### src/rtl/conv_interleaver_ctrl.sv
// Commutator/sequencer for a byte-wide convolutional interleaver: routes each accepted byte
// to one external branch buffer, muxes that branch back out, and tracks sync alignment and fill.
//
// state     | meaning
// ----------+-------------------------------------------------------------
// S_IDLE    | disabled, no bytes accepted, branch_sel held at 0
// S_SYNC_WT | enabled, discarding bytes until a sync byte arrives
// S_RUN     | aligned, every accepted byte is routed round-robin
module conv_interleaver_ctrl #(
    parameter int NUM_BRANCH = 12,
    parameter int DEPTH_UNIT = 17,
    parameter int DATA_W     = 8
) (
    input  logic                         clk,
    input  logic                         reset,
    input  logic                         enable,
    input  logic                         in_valid,
    input  logic                         in_sync,
    input  logic [DATA_W-1:0]            in_data,
    output logic                         in_ready,
    output logic [DATA_W-1:0]            buf_data,
    output logic [NUM_BRANCH-1:0]        buf_en,
    input  logic [NUM_BRANCH*DATA_W-1:0] buf_dout,
    output logic                         out_valid,
    output logic [DATA_W-1:0]            out_data,
    output logic [3:0]                   branch_sel,
    output logic                         out_filled,
    output logic                         sync_err
);

    localparam int FILL_TH = NUM_BRANCH * (NUM_BRANCH - 1) * DEPTH_UNIT;

    typedef enum logic [1:0] {
        S_IDLE    = 2'd0,
        S_SYNC_WT = 2'd1,
        S_RUN     = 2'd2
    } state_t;

    state_t                state_q, state_d;
    logic [3:0]            sel_q, sel_d;
    logic [3:0]            osel_q;
    logic [NUM_BRANCH-1:0] buf_en_q;
    logic [DATA_W-1:0]     buf_data_q;
    logic                  sync_err_q;
    logic                  out_valid_q;
    logic [DATA_W-1:0]     out_data_q;
    logic [15:0]           cnt_q;
    logic                  filled_q;

    logic                  accept;
    logic                  route;
    logic [3:0]            route_k;
    logic                  serr;
    logic                  fill_hit;
    logic [DATA_W-1:0]     mux_data;

    assign in_ready = enable && (state_q != S_IDLE);
    assign accept   = in_valid && in_ready;
    assign fill_hit = (32'(cnt_q) + 32'd1) >= 32'(FILL_TH);

    always_comb begin
        state_d = state_q;
        sel_d   = sel_q;
        route   = 1'b0;
        route_k = sel_q;
        serr    = 1'b0;
        if (!enable) begin
            state_d = S_IDLE;
            sel_d   = '0;
        end else begin
            case (state_q)
                S_IDLE: state_d = S_SYNC_WT;
                S_SYNC_WT: begin
                    if (accept && in_sync) begin
                        route   = 1'b1;
                        route_k = '0;
                        sel_d   = 4'd1;
                        state_d = S_RUN;
                    end
                end
                S_RUN: begin
                    if (accept) begin
                        route = 1'b1;
                        // A sync byte off branch 0 forces realignment onto branch 0.
                        if (in_sync && (sel_q != 4'd0)) begin
                            route_k = '0;
                            serr    = 1'b1;
                            sel_d   = 4'd1;
                        end else begin
                            sel_d = (sel_q == 4'(NUM_BRANCH - 1)) ? 4'd0 : sel_q + 4'd1;
                        end
                    end
                end
                default: begin
                    state_d = S_IDLE;
                    sel_d   = '0;
                end
            endcase
        end
    end

    // Captured on the edge that performs the shift, so this is the branch's pre-shift output.
    always_comb begin
        mux_data = '0;
        for (int k = 0; k < NUM_BRANCH; k++) begin
            if (osel_q == 4'(k)) mux_data = buf_dout[k*DATA_W +: DATA_W];
        end
    end

    always_ff @(posedge clk or negedge reset) begin
        if (!reset) begin
            state_q     <= S_IDLE;
            sel_q       <= '0;
            osel_q      <= '0;
            buf_en_q    <= '0;
            buf_data_q  <= '0;
            sync_err_q  <= 1'b0;
            out_valid_q <= 1'b0;
            out_data_q  <= '0;
            cnt_q       <= '0;
            filled_q    <= 1'b0;
        end else begin
            state_q     <= state_d;
            sel_q       <= sel_d;
            buf_en_q    <= route ? (NUM_BRANCH'(1) << route_k) : '0;
            sync_err_q  <= serr;
            out_valid_q <= |buf_en_q;
            if (route) begin
                buf_data_q <= in_data;
                osel_q     <= route_k;
            end
            if (|buf_en_q) out_data_q <= mux_data;
            if (route && (cnt_q != 16'hFFFF)) cnt_q <= cnt_q + 16'd1;
            if (route && fill_hit) filled_q <= 1'b1;
        end
    end

    assign buf_data   = buf_data_q;
    assign buf_en     = buf_en_q;
    assign sync_err   = sync_err_q;
    assign out_valid  = out_valid_q;
    assign out_data   = out_data_q;
    assign branch_sel = sel_q;
    assign out_filled = filled_q;

endmodule
### config.mk
export PLATFORM = sky130hd
export DESIGN_NAME = conv_interleaver_ctrl
export DESIGN_NICKNAME = d
export VERILOG_FILES = /design/src/rtl/conv_interleaver_ctrl.sv
export SDC_FILE = /design/constraint.sdc
export NUM_CORES = 1
export LEC_CHECK = 0
export BUFFER_PORTS_ARGS = -buffer_cell sky130_fd_sc_hd__buf_2
export CORE_ASPECT_RATIO = 0.5
export CORE_MARGIN = 2
export CORE_UTILIZATION = 53
export CTS_BUF_LIST = sky130_fd_sc_hd__clkbuf_16
export DETAILED_ROUTE_END_ITERATION = 16
export PLACE_DENSITY = 0.86
export SLEW_MARGIN = 20
export SYNTH_ARGS = -nofsm -noshare
export SYNTH_HDL_FRONTEND = slang
export SYNTH_SLANG_ARGS = --single-unit
### constraint.sdc
create_clock -name clk -period 3.3 [get_ports clk]
set_input_delay 0.495 -clock clk [delete_from_list [all_inputs] [get_ports clk]]
set_output_delay 0.495 -clock clk [all_outputs]
set_load 0.01 [all_outputs]
==> results.tsv <==
metric	value	unit
ir_drop	0.000318	V
startpoint_class_of_the_critical_path	flop	
wirelength	9600	microns
final_slew_violations	0	
grt_pass1_vias	3379	
floorplan.initialDensity	54.5	%
worst_hold_class	in -> async	
fin_crit_sh	78.6	%
r2r_cells	6	
synthesis.yosys.warnings	0	
fp.dieW	121	microns
placement.io_buffers	144	
critical_path_class	reg -> reg	
die-height	62.4	microns
async_flop_share	100	%
num_antenna_cells	0	
global_route.usage.total	26.2	%
post_dp_cell_area	0.00440	sq mm
fp.dieArea	0.00755	sq mm
clkLatencyLatePin	0.33	ns
place_congestion	0.894	
cts_tree	built	
worstPathMaxFanout	17	
hold_violations	0	
initialDrtViolationCount	263	
regToRegStartpoint	state_q[0]	
dp_hpwl	7170	microns
worst_slew_pin_slew	0.864	ns
clock_sinks	57	
area_growth_syn_to_layout	30.7	%
gr-total-overflow	0	
syn-instance-count	397	
timing.clock.skew	0.00558	ns
post-place-cells	618	
drive_gt1_share	35.2	%
final_antenna_net_count	0	
synthesis.area	0.00362	sq mm
timing.rr.end	cnt_q[1]	
synth.largest_area_cell	sky130_fd_sc_hd__dfrtp_1	
num_io_pins	145	
via_per_inst	5.56	
grt_start_max_net_pins	34	
grt_setup_unrepaired	no	
cap_viol_max_count	0	
top_ff_cell_synth	sky130_fd_sc_hd__dfrtp_1	
power_density	563	mW/mm^2
yosys.cell_count.top_type	sky130_fd_sc_hd__nand2_1	
clock-root-buffer	sky130_fd_sc_hd__clkbuf_16	
detail_route.first_pass.iterations	6	
setup.worst_path.end_class	flop	
cts_max_level	3	
synth_top_cells_by_area	sky130_fd_sc_hd__dfrtp_1 (39%), sky130_fd_sc_hd__nand2_1 (6.6%), sky130_fd_sc_hd__o21ai_0 (4.7%), sky130_fd_sc_hd__mux4_2 (4.4%), sky130_fd_sc_hd__mux2i_1 (3.6%)	
nNetsFinal	654	
synth.net_count	514	
syn-mean-instance-area	9.12	sq um
cts_max_path_buffers	2	
layout.core_utilization	71.2	%
clk_pin_slew	0.05	ns
synth_enable_flop_cells	0	
crit_end	cnt_q[1]	
timing.final.setup_violations	0	
r2r_slack	0.71	ns
cts_setup_buffers	0	
arrival_time_reported_for_the_critical_path_endpoint	2.81	ns
relSlewSlack	42.3	%
instances_no_fill	634	
grt_pass1_wl	15700	microns
setup_total_negative_slack	0	ns
tritoncts_buffer_count	9	
stdcell_area	0.00473	sq mm
run_status	completed	
cts_resized	0	
worstPathRequired	3.51	ns
timing.fmax	386	MHz
crit_path_start	state_q[0]	
placement_rows	21	
ctsHoldBuffers	0	
wl_per_cell	15.1	microns
core_footprint	0.00665	sq mm
synth_cell_type_count	54	
synthTopCellsByCount	sky130_fd_sc_hd__nand2_1 (64), sky130_fd_sc_hd__dfrtp_1 (57), sky130_fd_sc_hd__o21ai_0 (34), sky130_fd_sc_hd__nor2_1 (31)	
fin_worst_hold_slack	0.0274	ns
synth_seq_cells	57	
ys_seq_area_share	39.4	%
via_count	3528	
synthDominantCellAreaShare	39.4	%
final.min_clock_period	2.59	ns
drc_errors	0	
p_leak	2.31	nW
antenna_found_initial	0	
[layout by cell type, fill, tap and decap left out, types with 4 or more instances in the layout]
cell type	count
sky130_fd_sc_hd__a21oi_1	14
sky130_fd_sc_hd__a221oi_1	4
sky130_fd_sc_hd__a22oi_1	6
sky130_fd_sc_hd__a31oi_1	5
sky130_fd_sc_hd__buf_2	144
sky130_fd_sc_hd__buf_4	6
sky130_fd_sc_hd__clkbuf_16	9
sky130_fd_sc_hd__dfrtp_1	57
sky130_fd_sc_hd__ha_1	8
sky130_fd_sc_hd__inv_1	13
sky130_fd_sc_hd__mux2_2	8
sky130_fd_sc_hd__mux2i_1	13
sky130_fd_sc_hd__mux4_2	7
sky130_fd_sc_hd__nand2_1	64
sky130_fd_sc_hd__nand2b_1	11
sky130_fd_sc_hd__nand3_1	9
sky130_fd_sc_hd__nand4_1	5
sky130_fd_sc_hd__nor2_1	31
sky130_fd_sc_hd__nor2b_1	8
sky130_fd_sc_hd__nor3_1	6
sky130_fd_sc_hd__nor4_1	6
sky130_fd_sc_hd__o21ai_0	34
sky130_fd_sc_hd__o21bai_1	4
sky130_fd_sc_hd__o2bb2ai_1	4
sky130_fd_sc_hd__xnor2_1	14
[worst max-delay path: stages (launching register included)]
cell and delay, ns:
sky130_fd_sc_hd__dfrtp_1 0.38, sky130_fd_sc_hd__inv_1 0.09, sky130_fd_sc_hd__ha_1 0.32, sky130_fd_sc_hd__nand2_2 0.09, sky130_fd_sc_hd__or3_1 0.64, sky130_fd_sc_hd__a31oi_4 0.57, sky130_fd_sc_hd__mux2_2 0.39
[power breakdown]
group          internal (mW)  switching, mW  leakage (nW)
Sequential             0.800         0.0960         0.748
Clock                  0.729          0.308         0.166
Combinational          0.339          0.394          1.40
Total                   1.87          0.798          2.31
[cells by family after synthesis]
family / synth area share (%)
adders and majority gates: 2.76
muxes: 10.4
DFF: 39.4
xor gates and xnor gates: 3.87
and+or+nand+nor: 23.1
buffers and inverters: 4.11
AOI/OAI and AO/OA: 16.3
[flip-flops by register name, indices dropped and copies added, names as in the netlist]
register / count
branch_sel: 4
buf_data: 8
buf_en: 12
cnt_q: 16
osel_q: 4
out_data: 8
out_filled: 1
out_valid: 1
state_q: 2
sync_err: 1
[routing by layer]
| metal | up-vias | GRT usage [%] | wire length (microns) |
|---|---|---|---|
| met5 | - | 0 | 0 |
| met4 | 0 | 7.70 | 81 |
| met3 | 10 | 7.57 | 732 |
| met2 | 131 | 43.9 | 4630 |
| met1 | 1676 | 33.1 | 4160 |
| li1 | 1711 | - | - |
[worst min-delay path by stage]
stage / from / to / slack (ns)
floorplan: reset / branch_sel[0] / 0.20
global route: reset / out_valid / 0.03
detailed placement: reset / out_data[2] / 0.36
global placement: reset / out_data[2] / 0.36
finish: reset / out_data[2] / 0.03
CTS: reset / out_data[2] / 0.02
[through the flow]
step,power (mW),setup WS [ns]
5_1_grt,2.82,0.517
2_1_floorplan,1.36,1.28
3_3_place_gp,1.61,0.792
6_report,2.67,0.707
4_1_cts,2.68,0.713
3_5_place_dp,1.63,0.724
[final cells by class]
type / instances / area, sq um
Multi-Input combinational cell: 307 / 2050
Fill cell: 494 / 1910
Sequential cell: 57 / 1430
Timing Repair Buffer: 150 / 766
Clock buffer: 9 / 225
Tap cell: 92 / 115
Clock inverter: 7 / 110
Inverter: 12 / 45.0
Note: power is estimated with default switching activity, not from simulation.
